$ cat src/rtl/mr_lsu.sv
// Load/store stage: takes one op at a time from the ALU stage, runs memory ops on a
// single-outstanding word bus, and hands aligned/extended results to writeback.
module mr_lsu #(
    parameter int XLEN        = 32,
    parameter int REGSEL_BITS = 5,
    parameter int MEM_OP_BITS = 2,
    parameter int MEM_SZ_BITS = 2
) (
    input  logic                   clk,
    input  logic                   rst_n,
    input  logic                   ls_valid,
    output logic                   ls_ready,
    input  logic [XLEN-1:0]        ls_dest,
    input  logic [REGSEL_BITS-1:0] ls_dest_reg,
    input  logic [MEM_OP_BITS-1:0] ls_memop,
    input  logic [MEM_SZ_BITS-1:0] ls_size,
    input  logic                   ls_signed,
    input  logic [XLEN-1:0]        ls_payload,
    output logic                   mem_req_valid,
    input  logic                   mem_req_ready,
    output logic [XLEN-1:0]        mem_addr,
    output logic                   mem_we,
    output logic [XLEN/8-1:0]      mem_wstrb,
    output logic [XLEN-1:0]        mem_wdata,
    input  logic                   mem_rsp_valid,
    input  logic [XLEN-1:0]        mem_rdata,
    output logic                   wb_valid,
    input  logic                   wb_ready,
    output logic [REGSEL_BITS-1:0] wb_reg,
    output logic [XLEN-1:0]        wb_data,
    output logic                   wb_err
);
    localparam int NB = XLEN / 8;

    typedef enum logic [1:0] {S_IDLE, S_REQ, S_WAIT, S_WB} state_t;

    state_t                 r_state, w_next, w_accept_next;
    logic                   w_accept, w_is_load, w_is_store, w_misaligned;
    logic [1:0]             w_off;
    logic [NB-1:0]          w_wstrb;
    logic [XLEN-1:0]        w_wdata, w_shift, w_ext;

    logic                   r_is_store;
    logic [MEM_SZ_BITS-1:0] r_size;
    logic                   r_signed;
    logic [1:0]             r_off;
    logic [XLEN-1:0]        r_mem_addr, r_mem_wdata, r_wb_data;
    logic [NB-1:0]          r_mem_wstrb;
    logic                   r_mem_we;
    logic [REGSEL_BITS-1:0] r_wb_reg;
    logic                   r_wb_err;

    // NOTE: ls_ready is gated by rst_n so it reads 0 while reset is held, not just after.
    assign ls_ready   = rst_n && ((r_state == S_IDLE) || ((r_state == S_WB) && wb_ready));
    assign w_accept   = ls_valid && ls_ready;
    assign w_is_load  = (ls_memop == MEM_OP_BITS'(1));
    assign w_is_store = (ls_memop == MEM_OP_BITS'(2));
    assign w_off      = ls_dest[1:0];

    always_comb begin
        w_misaligned = 1'b1;
        w_wstrb      = '1;
        w_wdata      = ls_payload;
        case (ls_size)
            MEM_SZ_BITS'(0): begin
                w_misaligned = 1'b0;
                w_wstrb      = NB'(1) << w_off;
                w_wdata      = {NB{ls_payload[7:0]}};
            end
            MEM_SZ_BITS'(1): begin
                w_misaligned = ls_dest[0];
                w_wstrb      = NB'(3) << w_off;
                w_wdata      = {(XLEN/16){ls_payload[15:0]}};
            end
            MEM_SZ_BITS'(2): w_misaligned = |ls_dest[1:0];
            default:         w_misaligned = 1'b1;
        endcase
    end

    assign w_accept_next = ((w_is_load || w_is_store) && !w_misaligned) ? S_REQ : S_WB;

    // Load data: shift the addressed lane down to bit 0, then extend to XLEN.
    assign w_shift = mem_rdata >> {r_off, 3'b000};

    always_comb begin
        w_ext = w_shift;
        case (r_size)
            MEM_SZ_BITS'(0): w_ext = {{(XLEN-8){r_signed & w_shift[7]}}, w_shift[7:0]};
            MEM_SZ_BITS'(1): w_ext = {{(XLEN-16){r_signed & w_shift[15]}}, w_shift[15:0]};
            default:         w_ext = w_shift;
        endcase
    end

    always_comb begin
        w_next = r_state;
        unique case (r_state)
            S_IDLE: if (w_accept) w_next = w_accept_next;
            S_REQ:  if (mem_req_ready) w_next = r_is_store ? S_IDLE : S_WAIT;
            S_WAIT: if (mem_rsp_valid) w_next = S_WB;
            S_WB:   if (wb_ready) w_next = w_accept ? w_accept_next : S_IDLE;
            default: w_next = S_IDLE;
        endcase
    end

    // NOTE: all state is updated with non-blocking assignments so every register sees pre-edge values.
    always_ff @(posedge clk or negedge rst_n) begin
        if (!rst_n) r_state <= S_IDLE;
        else        r_state <= w_next;
    end

    always_ff @(posedge clk or negedge rst_n) begin
        if (!rst_n) begin
            r_is_store  <= 1'b0;
            r_size      <= '0;
            r_signed    <= 1'b0;
            r_off       <= '0;
            r_mem_addr  <= '0;
            r_mem_we    <= 1'b0;
            r_mem_wstrb <= '0;
            r_mem_wdata <= '0;
            r_wb_reg    <= '0;
            r_wb_data   <= '0;
            r_wb_err    <= 1'b0;
        end else if (w_accept) begin
            r_is_store  <= w_is_store;
            r_size      <= ls_size;
            r_signed    <= ls_signed;
            r_off       <= w_off;
            r_mem_addr  <= {ls_dest[XLEN-1:2], 2'b00};
            r_mem_we    <= w_is_store;
            r_mem_wstrb <= w_is_store ? w_wstrb : '0;
            r_mem_wdata <= w_is_store ? w_wdata : '0;
            r_wb_reg    <= ls_dest_reg;
            r_wb_data   <= ls_dest;
            r_wb_err    <= (w_is_load || w_is_store) && w_misaligned;
        end else if ((r_state == S_WAIT) && mem_rsp_valid) begin
            r_wb_data   <= w_ext;
            r_wb_err    <= 1'b0;
        end
    end

    assign mem_req_valid = (r_state == S_REQ);
    assign mem_addr      = r_mem_addr;
    assign mem_we        = r_mem_we;
    assign mem_wstrb     = r_mem_wstrb;
    assign mem_wdata     = r_mem_wdata;
    assign wb_valid      = (r_state == S_WB);
    assign wb_reg        = r_wb_reg;
    assign wb_data       = r_wb_data;
    assign wb_err        = r_wb_err;
endmodule

$ cat config.mk
export PLATFORM = sky130hd
export DESIGN_NAME = mr_lsu
export DESIGN_NICKNAME = d
export VERILOG_FILES = /design/src/rtl/mr_lsu.sv
export SDC_FILE = /design/constraint.sdc
export NUM_CORES = 1
export LEC_CHECK = 0
export CORE_MARGIN = 10
export CORE_UTILIZATION = 40
export CTS_CLUSTER_SIZE = 16
export DETAILED_ROUTE_END_ITERATION = 10
export PLACE_DENSITY_LB_ADDON = 0.2
export SYNTH_ARGS = -nofsm -noshare
export SYNTH_HDL_FRONTEND = slang
export SYNTH_SLANG_ARGS = --single-unit
$ cat constraint.sdc
create_clock -name clk -period 2.35 [get_ports clk]
set_input_delay 0.47 -clock clk [delete_from_list [all_inputs] [get_ports clk]]
set_output_delay 0.47 -clock clk [all_outputs]
set_load 0.01 [all_outputs]
== Yosys cells after proc, flatten, opt, wreduce, memory -nomap -nowiden ==
Cells that the tools add are included.
Word-level totals
  flip-flop bits (word level): 112
  word-level logic and storage cells: 61
Operators by class
  eq/ne operators: 12
  shift-type cells: 3
  mux-type cells: 18
  bitwise operators: 2
  reduce and logical (&&, ||, !) cells: 15
Operators with widths (count)
  32-bit case mux with 2 select lines: 2
  32-bit 2-to-1 mux: 3
  32-bit by 5-bit >> shifter with 32-bit output: 1
  2-bit 2-to-1 mux: 7
  2-bit by 1-bit == test with 1-bit output, second input constant: 4
  2-bit == test, second input constant: 4
  2-bit case mux with 4 select lines: 1
  4-bit case mux with 2 select lines: 1
  1-bit logical AND: 6
  2-bit zero test: 3
  4-bit 2-to-1 mux: 1
  2-bit by 1-bit inequality test with 1-bit output, second input constant: 2
  2-bit inequality test, second input constant: 2
  4-bit AND reduction: 1
  1-bit by 2-bit << shifter with 4-bit output, first input constant: 1
  2-bit by 2-bit << shifter with 4-bit output, first input constant: 1
  1-bit case mux with 3 select lines: 1
  1-bit bitwise AND: 2
  1-bit logical OR: 2
  1-bit 2-to-1 mux: 2
  2-bit nonzero test: 1
  2-bit OR reduction: 1
  1-bit zero test: 1

== Logic depth before layout (Yosys ltp) ==
  depth in word-level cells: 8
  mapped depth: 7

== Least setup slack after synthesis ==
OpenSTA, ideal clock, no wires.
  kind: register -> register
  start point: reg r_off[1]
  end point: reg r_wb_data[10] (netlist: wb_data[10])
  setup time: 130 ps
  data arrival time: 1484 ps
  data required time: 2220 ps
  setup slack: 735 ps
  cell stages (with the launch flop): 5
  clock period less this slack: 1615 ps
  cell sequence: dfrtp_1 > mux4_2 > a31o_2 > a221oi_1 > a21oi_1
On the way
  word-level cells in the longest chain between the ends: 5
RTL lines
  start, declared: line 46  | logic [1:0] r_off;
  start signal, assigned: line 128  | r_off <= w_off;
  32-bit by 5-bit >> shifter with 32-bit output (*): line 83  | assign w_shift = mem_rdata >> {r_off, 3'b000};
  1-bit bitwise AND: line 88  | MEM_SZ_BITS'(0): w_ext = {{(XLEN-8){r_signed & w_shift[7]}}, w_shift[7:0]};
  32-bit case mux with 2 select lines (*): line 87  | case (r_size)
  32-bit 2-to-1 mux (*): line 136  | end else if ((r_state == S_WAIT) && mem_rsp_valid) begin
  32-bit 2-to-1 mux (*): line 124  | end else if (w_accept) begin
  end signal, assigned: line 134  | r_wb_data <= ls_dest;
  end signal, assigned: line 137  | r_wb_data <= w_ext;
  end, declared: line 47  | logic [XLEN-1:0] r_mem_addr, r_mem_wdata, r_wb_data;
Every way passes the cells marked *; elsewhere a longest branch is shown, timed or not. The select of a mux whose other input is x is not followed.
A chain may end at the register's enable or synchronous reset.

== Worst setup path after layout ==
  start point: in wb_ready
  end point: out ls_ready
On the way
  word-level cells in the longest chain between the ends: 3
RTL lines
  start, declared: line 28  | input logic wb_ready,
  1-bit logical AND: line 54  | assign ls_ready = rst_n && ((r_state == S_IDLE) || ((r_state == S_WB) && wb_ready));
  1-bit logical OR: line 54
  1-bit logical AND: line 54
  end, declared: line 12  | output logic ls_ready,
Every way passes these cells.

==> flow_metrics.py <==
metrics = {
    "die": {
        "start_util_pct": 41.16,
        "die_x_um": 137.4,
        "fp.dieArea_um2": 18890,
        "fp.coreArea_um2": 13400,
        "rows": 42,
        "io_pins": 222,
        "fp.dieH_um": 137.4,
    },
    "synthesis": {
        "synth_top_area_cell": "dfrtp_1",
        "syn-cell-area_um2": 5515,
        "synth.avg_cell_area_um2": 9.086,
        "synth_flop_cell": "dfrtp_1",
        "synthCells": 607,
        "ys_warn_count": 0,
        "async_flop_share_pct": 100.0,
        "yosys_register_bits": 112,
        "yosysSeqAreaShare_pct": 50.82,
        "yosys-top-cells-area": "dfrtp_1 (51%), nand2_1 (13%), mux2_2 (6.1%), o21ai_0 (4.0%), nand3_1 (3.7%)",
        "synth_edf_count": 0,
        "synth_cell_types": 42,
        "synth_top_area_share_pct": 50.82,
    },
    "final_layout": {
        "layout-drive-gt1-share_pct": 10.60,
        "syn_to_final_growth_pct": 50.61,
        "num-nets-final": 929,
        "area.sequential_um2": 2803,
        "multi_input_area_um2": 2486,
        "fillers": 1159,
        "instances_no_fill": 999,
    },
    "drt": {
        "wl_um": 19300,
        "vias": 5307,
        "drc_errors": 0,
        "met2_length_um": 9308,
        "postRouteAntennaNets": 0,
        "met1Wirelength_um": 7614,
        "topRoutingLayerUsed": "met4",
        "viasPerCell": 5.312,
        "first_pass_iters": 5,
        "wl_per_cell_um": 19.32,
        "drt_first_iter_violations": 329,
        "wl_met3_um": 2034,
    },
    "power_and_ir_drop": {
        "p_per_area_nw_per_um2": 1187,
        "p_sw_mw": 3.609,
        "comb_power_share_pct": 48.6,
        "internal-power_mw": 6.253,
        "pwr-share-seq_pct": 34.2,
        "leakagePower_nw": 3.755,
        "clkPwrFrac_pct": 17.2,
        "p_sw_share_pct": 36.60,
        "irDropWorstVdd_v": 0.0005515,
    },
    "clocking": {
        "cts_made_buffers": 9,
        "htree_levels": 3,
        "clockRootBuffer": "clkbuf_16",
        "tritoncts": "yes",
        "cts_buffer_depth": 2,
        "clk_pin_slew_ps": 70,
        "clock_sinks": 112,
        "cts_resized": 0,
        "ctsHoldBuffers": 1,
        "insertion_delay_ps": 350,
        "cts_setup_buffers": 0,
    },
    "flow_run": {
        "max-cap-violations": 0,
    },
    "worst_setup_path": {
        "cp.required_ps": 1880,
        "worst_setup_path_start_kind": "primary input",
        "worstReg2RegStart": "r_off[1]",
        "arrival_ps": 1790,
        "critPathKind": "in2out",
        "cp_max_fo": 2,
        "rrSetupSlack_ps": 530,
        "startpoint": "wb_ready",
        "crit_path_end_kind": "output port",
    },
    "grt": {
        "track_usage_pct": 20.12,
        "antenna_found_initial": 0,
        "grt_pass1_vias": 5415,
        "gr-total-overflow": 0,
        "grt_pass1_wl_um": 30100,
        "grt_max_degree": 98,
    },
    "sta": {
        "fmax_mhz": 443.3,
        "setup_tns_ps": 0,
        "rsz0062_at_grt": "no",
        "max_slew_margin_pct": 48.01,
        "post-route-min-period_ps": 2256,
        "whs_ps": 188.3,
        "fin_skew_ps": 7.220,
        "setup_ws_ps": 94.17,
        "hold_viol": 0,
        "period_share_pct": 95.99,
        "final-setup-viol-count": 0,
        "tightest_slew_ps": 777.2,
        "finalMaxSlewViolations": 0,
    },
    "placed_design": {
        "port_buffers": 219,
        "gp_congestion": 0.8552,
        "dp_slack_ps": 99.03,
        "dp_cells": 980,
        "hpwlAfterDp_um": 14540,
    },
    "worst_hold_path": {
        "hold_class": "in2async",
    },
    "run_status": {
        "outcome": "finished, final reports clean",
    },
}
area by class of cell:
cell class | count | area share (%)
flip-flops and latches | 112 | 33.74
multi-input cells | 445 | 29.93
repair buffers | 243 | 29.46
clock buffers | 9 | 2.711
well taps | 176 | 2.651
clock inverters | 7 | 1.220
inverters | 5 | 0.2259
diodes | 2 | 0.06025
cell families (layout without fill, tap and decap cells):
logic type | count (synthesis) | after routing | synth area share (%)
AOI/OAI and AO/OA | 125 | 125 | 14.68
adders and majority gates | 1 | 1 | 0.2268
buffers and inverters | 51 | 264 | 4.424
DFF | 112 | 112 | 50.82
muxes | 48 | 48 | 9.619
other | 1 | 4 | 0.06799
and+or+nand+nor | 269 | 269 | 20.17
worst max-delay path, cell delays in order:
cell and delay (ps):
clkdlybuf4s50_1 480, and3_1 180, o21a_1 120, clkdlybuf4s50_1 530
power by group through the flow:
stage	clock (mW)	combinational, mW	sequential (mW)
after detailed placement	0	4.85	3.39
after floorplan	0	1.89	3.67
after global routing	1.80	5.24	3.48
final	1.69	4.80	3.37
after CTS	1.73	4.87	3.37
after global placement	0	4.75	3.35
routing by layer:
metal / global-route usage (%) / vias up
li1: - / 2491
met5: 0 / -
met4: 6.850 / 0
met2: 32.46 / 209
met1: 24.39 / 2586
met3: 7.210 / 21
worst paths after layout:
check                                 to  cells past startpoint
min in group clk           mem_wdata[20]                      2
max                             ls_ready                      4
max in group asynchronous         mem_we                      2
min reg2reg                mem_wdata[20]                      2
max reg2reg                  wb_data[26]                      6
min                          mem_addr[6]                      2
cell usage after synthesis, drive strengths merged (2+ instances only):
library cell / n
a21oi: 33
a221oi: 7
a22oi: 17
and2: 2
buf: 29
clkbuf: 17
dfrtp: 112
inv: 5
mux2: 30
mux2i: 17
nand2: 197
nand3: 41
nand3b: 2
nor2: 16
nor2b: 3
nor3: 4
o2111ai: 2
o211ai: 7
o21a: 2
o21ai: 49
o21bai: 2
metrics by stage:
stage / instance area [um^2] / utilization [%] / power [mW]
3_5_place_dp: 7965 / 59.44 / 8.244
2_1_floorplan: 5519 / - / 5.554
3_3_place_gp: 7965 / 59.44 / 8.099
5_1_grt: 8302 / 61.95 / 10.52
6_report: 8307 / 61.99 / 9.862
4_1_cts: 8302 / 61.95 / 9.972
cell usage in the layout, fill, tap and decap left out, types with 3 or more instances in the layout:
cell type / synthesis / layout
a21oi_1: 33 / 33
a221oi_1: 7 / 7
a22oi_1: 7 / 7
a22oi_2: 10 / 10
buf_12: 0 / 6
buf_4: 3 / 18
clkbuf_16: 0 / 9
clkdlybuf4s50_1: 0 / 218
dfrtp_1: 112 / 112
inv_1: 5 / 5
inv_6: 0 / 3
mux2_2: 30 / 30
mux2i_1: 17 / 17
nand2_1: 197 / 197
nand3_1: 41 / 41
nor2_1: 16 / 16
nor2b_1: 3 / 3
nor3_1: 3 / 3
o211ai_1: 7 / 7
o21ai_0: 44 / 44
o21ai_1: 5 / 5
Power figures use the tool's default switching activity.
